$ cat src/rtl/sparc_mem_pkg.sv
// sparc_mem_pkg
//   Shared definitions for the SPARC data-memory path.
//   - DATA_W               : pipeline data word width
//   - SZ_BYTE/SZ_HALF/SZ_WORD : mem_size encodings (2'b11 behaves as a word)
//   - arb_state_e          : arbiter states IDLE / PIPE / DBG
//   - num_beats(size)      : number of byte beats for an access size
package sparc_mem_pkg;

  localparam int DATA_W = 32;

  localparam logic [1:0] SZ_BYTE = 2'b00;
  localparam logic [1:0] SZ_HALF = 2'b01;
  localparam logic [1:0] SZ_WORD = 2'b10;

  typedef enum logic [1:0] {
    ST_IDLE = 2'd0,
    ST_PIPE = 2'd1,
    ST_DBG  = 2'd2
  } arb_state_e;

  // The reserved encoding 2'b11 is treated as a word.
  function automatic logic [2:0] num_beats(input logic [1:0] size);
    case (size)
      SZ_BYTE: return 3'd1;
      SZ_HALF: return 3'd2;
      default: return 3'd4;
    endcase
  endfunction

endpackage

$ cat src/rtl/dmem_byte_align.sv
// dmem_byte_align
//   Combinational byte-lane logic shared by the pipeline and debug paths.
//   Store side: picks the byte written on a given beat. Accesses are
//   big-endian, so beat k carries byte (N-1-k) of the right-justified data.
//   Load side: joins the bytes latched on earlier beats with the byte read
//   this cycle, then zero- or sign-extends byte/half results.
// Ports:
//   size      in  access size (SZ_*)
//   beat      in  current beat index
//   wdata     in  right-justified store data
//   rd_sh     in  bytes latched on earlier beats (newest in [7:0])
//   rbyte     in  byte read from the RAM this cycle
//   se        in  sign-extend byte/half loads
//   wbyte     out byte to write on this beat
//   rdata_ext out assembled, extended load result
module dmem_byte_align
  import sparc_mem_pkg::*;
(
  input  logic [1:0]        size,
  input  logic [1:0]        beat,
  input  logic [DATA_W-1:0] wdata,
  input  logic [23:0]       rd_sh,
  input  logic [7:0]        rbyte,
  input  logic              se,
  output logic [7:0]        wbyte,
  output logic [DATA_W-1:0] rdata_ext
);

  logic [1:0]  lane;
  logic [15:0] low16;

  function automatic logic [DATA_W-1:0] extend(input logic [15:0] v,
                                               input logic is_half,
                                               input logic sx_en);
    logic signed [7:0]        s8;
    logic signed [15:0]       s16;
    logic signed [DATA_W-1:0] sx;
    s8  = signed'(v[7:0]);
    s16 = signed'(v);
    if (!sx_en)
      sx = is_half ? {16'd0, v} : {24'd0, v[7:0]};
    else if (is_half)
      sx = s16;
    else
      sx = s8;
    return sx;
  endfunction

  always_comb begin
    lane  = 2'(num_beats(size) - 3'd1) - beat;
    wbyte = wdata[{lane, 3'b000} +: 8];
  end

  assign low16 = {rd_sh[7:0], rbyte};

  always_comb begin
    case (size)
      SZ_BYTE: rdata_ext = extend(low16, 1'b0, se);
      SZ_HALF: rdata_ext = extend(low16, 1'b1, se);
      default: rdata_ext = {rd_sh, rbyte};
    endcase
  end

endmodule

$ cat src/rtl/dmem_port_arbiter.sv
// dmem_port_arbiter
//   Sequences all traffic to the byte-wide, single-ported data RAM for the
//   MEM stage and a debug/loader word port. Each access is split into
//   big-endian byte beats (byte=1, half=2, word=4); beat 0 is issued from
//   IDLE in the grant cycle, remaining beats in PIPE or DBG. mem_stall holds
//   the pipeline while a multi-beat or preempted access is in flight.
//   Debug is forced in once STARVE_MAX pipeline transactions have completed
//   while dbg_req was waiting.
// Optional build macro:
//   DMEM_MISALIGN_TRAP_EN - misaligned half/word pipeline accesses perform
//   no RAM beat, complete in IDLE with no stall and pulse mem_misalign.
// Ports:
//   clk, reset              clock, async active-high reset
//   mem_en/rw/size/se/addr/wdata  MEM-stage request
//   mem_rdata, mem_stall    load result (completing cycle only), stall
//   dbg_req/we/addr/wdata   debug word request (held until dbg_done)
//   dbg_rdata, dbg_done     last debug read word, completion pulse
//   mem_misalign            misalignment trap pulse (macro builds only)
//   ram_addr/we/wdata       RAM byte interface (RAM writes on rising edge)
//   ram_rdata               RAM combinational read byte
module dmem_port_arbiter
  import sparc_mem_pkg::*;
#(
  parameter int ADDR_W     = 9,
  parameter int STARVE_MAX = 4
) (
  input  logic              clk,
  input  logic              reset,
  input  logic              mem_en,
  input  logic              mem_rw,
  input  logic [1:0]        mem_size,
  input  logic              mem_se,
  input  logic [ADDR_W-1:0] mem_addr,
  input  logic [DATA_W-1:0] mem_wdata,
  output logic [DATA_W-1:0] mem_rdata,
  output logic              mem_stall,
  input  logic              dbg_req,
  input  logic              dbg_we,
  input  logic [ADDR_W-1:0] dbg_addr,
  input  logic [DATA_W-1:0] dbg_wdata,
  output logic [DATA_W-1:0] dbg_rdata,
  output logic              dbg_done,
`ifdef DMEM_MISALIGN_TRAP_EN
  output logic              mem_misalign,
`endif
  output logic [ADDR_W-1:0] ram_addr,
  output logic              ram_we,
  output logic [7:0]        ram_wdata,
  input  logic [7:0]        ram_rdata
);

  localparam int SW = (STARVE_MAX < 1) ? 1 : $clog2(STARVE_MAX + 1);
  localparam logic [SW-1:0] STARVE_LIM = SW'(STARVE_MAX);

  arb_state_e        state, state_nxt;
  logic [1:0]        beat, beat_nxt;
  logic [SW-1:0]     starve_cnt;
  logic [23:0]       rd_sh;

  logic              misalign;
  logic              starve_ok;
  logic              pipe_win, dbg_win;
  logic              dbg_side;
  logic              pipe_done, dbg_last;
  logic              beat_issue;
  logic [1:0]        last_beat, cur_beat;
  logic [ADDR_W-1:0] dbg_base;

  logic [1:0]        al_size;
  logic              al_se;
  logic [DATA_W-1:0] al_wdata;
  logic [DATA_W-1:0] al_rdata;

  function automatic logic [SW-1:0] sat_inc(input logic [SW-1:0] c);
    return (c >= STARVE_LIM) ? c : c + 1'b1;
  endfunction

`ifdef DMEM_MISALIGN_TRAP_EN
  always_comb begin
    case (mem_size)
      SZ_BYTE: misalign = 1'b0;
      SZ_HALF: misalign = mem_addr[0];
      default: misalign = |mem_addr[1:0];
    endcase
  end
`else
  assign misalign = 1'b0;
`endif

  // Arbitration and beat bookkeeping
  assign starve_ok = (starve_cnt < STARVE_LIM);
  assign pipe_win  = (state == ST_IDLE) && mem_en  && (!dbg_req || starve_ok);
  assign dbg_win   = (state == ST_IDLE) && dbg_req && (!mem_en  || !starve_ok);
  assign dbg_side  = dbg_win || (state == ST_DBG);
  assign last_beat = 2'(num_beats(mem_size) - 3'd1);
  assign cur_beat  = (state == ST_IDLE) ? 2'd0 : beat;
  assign dbg_last  = (state == ST_DBG) && (beat == 2'd3);
  // Debug words are always aligned; masking keeps every address bit in use.
  assign dbg_base  = dbg_addr & ~ADDR_W'(3);

  // A trapped access completes in the grant cycle without touching the RAM.
  assign pipe_done = (pipe_win && (misalign || last_beat == 2'd0)) ||
                     ((state == ST_PIPE) && (beat == last_beat));

  assign beat_issue = dbg_side || (state == ST_PIPE) || (pipe_win && !misalign);

  // FSM: state register
  always_ff @(posedge clk or posedge reset) begin
    if (reset) begin
      state      <= ST_IDLE;
      beat       <= 2'd0;
      starve_cnt <= '0;
      dbg_rdata  <= '0;
    end else begin
      state <= state_nxt;
      beat  <= beat_nxt;
      if (dbg_win)
        starve_cnt <= '0;
      else if (pipe_done && dbg_req)
        starve_cnt <= sat_inc(starve_cnt);
      if (dbg_last && !dbg_we)
        dbg_rdata <= al_rdata;
    end
  end

  // FSM: next state. Completion always returns to IDLE so a new request
  // is never accepted in the completing cycle.
  always_comb begin
    state_nxt = state;
    beat_nxt  = beat;
    case (state)
      ST_IDLE: begin
        beat_nxt = 2'd0;
        if (dbg_win) begin
          state_nxt = ST_DBG;
          beat_nxt  = 2'd1;
        end else if (pipe_win && !misalign && (last_beat != 2'd0)) begin
          state_nxt = ST_PIPE;
          beat_nxt  = 2'd1;
        end
      end
      ST_PIPE: begin
        if (beat == last_beat) begin
          state_nxt = ST_IDLE;
          beat_nxt  = 2'd0;
        end else begin
          beat_nxt = beat + 2'd1;
        end
      end
      ST_DBG: begin
        if (beat == 2'd3) begin
          state_nxt = ST_IDLE;
          beat_nxt  = 2'd0;
        end else begin
          beat_nxt = beat + 2'd1;
        end
      end
      default: begin
        state_nxt = ST_IDLE;
        beat_nxt  = 2'd0;
      end
    endcase
  end

  // Read shift register: earlier beats of the current access, newest lowest
  always_ff @(posedge clk) begin
    if (beat_issue)
      rd_sh <= {rd_sh[15:0], ram_rdata};
  end

  assign al_size  = dbg_side ? SZ_WORD   : mem_size;
  assign al_se    = dbg_side ? 1'b0      : mem_se;
  assign al_wdata = dbg_side ? dbg_wdata : mem_wdata;

  dmem_byte_align u_align (
    .size      (al_size),
    .beat      (cur_beat),
    .wdata     (al_wdata),
    .rd_sh     (rd_sh),
    .rbyte     (ram_rdata),
    .se        (al_se),
    .wbyte     (ram_wdata),
    .rdata_ext (al_rdata)
  );

  // FSM: outputs
  always_comb begin
    ram_addr  = mem_addr + ADDR_W'(cur_beat);
    ram_we    = 1'b0;
    mem_rdata = '0;
    dbg_done  = dbg_last;
    mem_stall = mem_en && !pipe_done;
    if (dbg_side) begin
      ram_addr = dbg_base + ADDR_W'(cur_beat);
      ram_we   = dbg_we;
    end else if ((pipe_win && !misalign) || (state == ST_PIPE)) begin
      ram_we = mem_rw;
    end
    if (pipe_done && !mem_rw && !misalign)
      mem_rdata = al_rdata;
    if (reset) begin
      ram_we    = 1'b0;
      mem_rdata = '0;
      dbg_done  = 1'b0;
    end
  end

`ifdef DMEM_MISALIGN_TRAP_EN
  assign mem_misalign = pipe_win && misalign && !reset;
`endif

endmodule

$ cat config.mk
export PLATFORM = sky130hd
export DESIGN_NAME = dmem_port_arbiter
export DESIGN_NICKNAME = d
export VERILOG_FILES = /design/src/rtl/sparc_mem_pkg.sv /design/src/rtl/dmem_byte_align.sv /design/src/rtl/dmem_port_arbiter.sv
export SDC_FILE = /design/constraint.sdc
export NUM_CORES = 1
export LEC_CHECK = 0
export CAP_MARGIN = 20
export CORE_UTILIZATION = 45
export DETAILED_ROUTE_END_ITERATION = 12
export PLACE_DENSITY_LB_ADDON = 0.1
export SYNTH_ARGS = -nofsm -noshare
export SYNTH_HDL_FRONTEND = slang
export SYNTH_HIERARCHICAL = 1
export SYNTH_SLANG_ARGS = --single-unit
$ cat constraint.sdc
create_clock -name clk -period 5.2 [get_ports clk]
set_input_delay 0.78 -clock clk [delete_from_list [all_inputs] [get_ports clk]]
set_output_delay 0.78 -clock clk [all_outputs]
set_load 0.02 [all_outputs]
==> impl_metrics.sql <==
INSERT INTO impl_metrics (metric_group, metric, value, unit) VALUES
('global_route', 'globalRouteOverflowTotal', '0', ''),
('logic_synthesis', 'simple_gate_share_of_the_synthesized_area', '13.47', '%'),
('critical_path', 'cpMostUsedCell', 'clkdlybuf4s50_1', ''),
('critical_path', 'critical_path_arrival', '3.89', 'ns'),
('routing', 'drt_drc', '0', ''),
('cells_and_area', 'layout.cell_area.non_filler', '0.005843', 'mm²'),
('hold_path', 'hold_path_class', 'reg -> reg', ''),
('clock_network', 'worst_setup_hold_path_clk_slew', '0.07', 'ns'),
('floorplan', 'placementRows', '33', ''),
('clock_network', 'clk_path_buf_depth', '2', ''),
('critical_path', 'worstSetupPathType', 'in -> out', ''),
('routing', 'viasPerCell', '5.120', ''),
('cells_and_area', 'antennaDiodeCount', '0', ''),
('routing', 'drtPass1Iterations', '4', ''),
('outcome', 'outcome', 'completed', ''),
('critical_path', 'timing.critical_path.to_type', 'output pin', ''),
('logic_synthesis', 'xor_xnor_share_of_the_synthesized_area', '2.472', '%'),
('timing', 'finalSetupTns', '0', 'ns'),
('hold_path', 'hold-path-endpoint', 'rd_sh[9]', ''),
('logic_synthesis', 'synth_enable_flop_cells', '24', ''),
('critical_path', 'register_to_register_path_setup_slack', '2.72', 'ns'),
('clock_network', 'clk_root_buffer_cell', 'clkbuf_8', ''),
('global_route', 'grt_use_total', '22.62', '%'),
('clock_network', 'ctsResizeCount', '0', ''),
('logic_synthesis', 'ys_seq_elements', '63', ''),
('critical_path', 'r2r_start', 'state[0]', ''),
('clock_network', 'cts_post_setup_buffers_inserted', '0', ''),
('timing', 'final_hold_viol_count', '0', ''),
('logic_synthesis', 'number_of_distinct_library_cell_variants_in_the_gate_level_netlist_after_synthesis', '44', ''),
('cells_and_area', 'layout.cells.most_common', 'clkdlybuf4s50_1', ''),
('logic_synthesis', 'synth_top_area_share', '25.37', '%'),
('timing', 'clock.fmax', '214.1', 'MHz'),
('pwr', 'ir_worst_vdd', '0.2317', 'mV'),
('cells_and_area', 'layout.area.seq', '0.001697', 'mm²'),
('timing', 'period_minus_slack', '4.670', 'ns'),
('global_route', 'grt_pass1_wl', '15.41', 'mm'),
('global_route', 'grt_max_degree', '49', ''),
('cells_and_area', 'fillers', '639', ''),
('place', 'io_buffers', '180', ''),
('floorplan', 'horizontal_die_dimension', '94.45', 'µm'),
('logic_synthesis', 'yosysSeqAreaShare', '44.11', '%'),
('cells_and_area', 'drive_above_1_share', '20.16', '%'),
('cells_and_area', 'layout.cells.most_common_list', '180 x clkdlybuf4s50_1, 65 x mux2_2, 39 x dfrtp_1', ''),
('floorplan', 'floorplan.die_area', '0.008921', 'mm²'),
('critical_path', 'crit_path_start_kind', 'primary input', ''),
('logic_synthesis', 'synth_compound_gate_area_share', '8.230', '%'),
('floorplan', 'die-height', '94.45', 'µm'),
('hold_path', 'hold-path-cell-count', '0', ''),
('routing', 'drt.antenna.violating_nets', '0', ''),
('job', 'maxCapViolCount', '0', ''),
('logic_synthesis', 'syn_inst', '324', ''),
('logic_synthesis', 'synth-warning-count', '6', ''),
('routing', 'vias', '3103', ''),
('critical_path', 'worst-path-buf-inv', '2', ''),
('cells_and_area', 'layout-area-overhead-vs-synth', '51.92', '%'),
('critical_path', 'worst_ep_required_time', '4.42', 'ns'),
('clock_network', 'cts_hold_repair.buffers', '0', ''),
('place', 'post-dp-hpwl', '7.621', 'mm'),
('critical_path', 'rr_worst_depth', '8', ''),
('timing', 'post-route-worst-setup-slack', '0.5302', 'ns'),
('logic_synthesis', 'synth_area_in_adders', '2.147', '%'),
('timing', 'unrepaired_setup_endpoints_after_global_routing', 'false', ''),
('timing', 'final_max_slew_viol_count', '0', ''),
('logic_synthesis', 'synth.area.top_cells', 'dfrtp_1 25%, mux2_2 19%, edfxtp_1 19%, and2_1 5.7%, mux4_2 4.7%', ''),
('cells_and_area', 'design.final.nets', '601', ''),
('floorplan', 'effective_utilization_at_floorplan', '46.58', '%'),
('cells_and_area', 'finalCoreUtilization', '70.76', '%'),
('clock_network', 'cts_buffers', '9', ''),
('place', 'dpl_worst_slack', '0.5201', 'ns'),
('critical_path', 'cp_slowest_stage_delay', '0.58', 'ns'),
('logic_synthesis', 'synth_top_family_by_area', 'multiplexers', '');
[how the worst max path moves through the flow]
stage               startpoint  slack [ns]      endpoint  cells past startpoint
finish                  mem_en        0.53  ram_wdata[0]                     10
global placement        mem_en        0.53  ram_wdata[0]                     10
detailed placement      mem_en        0.52  ram_wdata[0]                     10
CTS                     mem_en        0.51  ram_wdata[0]                     10
floorplan               mem_en        1.51  ram_wdata[0]                     10
global route            mem_en        0.37  ram_wdata[5]                      8
[layout make-up]
class	instances	area share [%]
clock buffer	10	2.184
inverter	7	0.4497
sequential	63	29.04
multi-input combinational	229	33.83
clock inverter	6	0.6424
tap	105	2.248
timing repair buffer	186	31.61
[stage by stage]
step,hold WS [ns],instances
after floorplan,0.4195,324
after global placement,0.4245,590
after detailed placement,0.4322,590
after CTS,0.4466,606
after global routing,0.4568,606
final,0.4467,606
[routing by layer]
| layer | part of all wire [%] | GRT usage [%] | wire (µm) |
|---|---|---|---|
| met2 | 54 | 42.51 | 5260 |
| met3 | 6.8 | 6.200 | 654 |
| met5 | 0 | 0 | 0 |
| met4 | 2.1 | 7.955 | 202 |
| met1 | 37 | 24.11 | 3556 |
[registers in the layout (all words and copies together) (netlist names)]
signal,cells
beat,2
rd_sh,24
dbg_rdata,32
state,2
starve_cnt,3
[cell usage after synthesis, drive strengths merged, types with 3 or more instances]
cell type / number
a21o: 16
a21oi: 8
and2: 35
buf: 18
clkbuf: 7
dfrtp: 39
edfxtp: 24
ha: 5
inv: 7
mux2: 65
mux2i: 3
mux4: 8
nand2: 17
nand2b: 5
nand3: 4
nand4: 4
nor2: 12
nor2b: 5
o21ai: 13
xnor2: 5
xor2: 5
[power breakdown]
group | switching [µW] | total (µW) | internal, µW
Sequential | 124 | 920 | 796
Combinational | 845 | 1750 | 904
Clock | 183 | 353 | 170
Total | 1150 | 3020 | 1870
[logic make-up after synthesis]
| group | count (synthesis) |
|---|---|
| AND/OR/NAND/NOR | 91 |
| multiplexers | 76 |
| AO/OA/AOI/OAI | 46 |
| adder cells (fa/ha/maj) | 6 |
| buffers and inverters | 32 |
| flip-flops | 63 |
| XOR/XNOR | 10 |
Power figures use the tool's default switching activity.
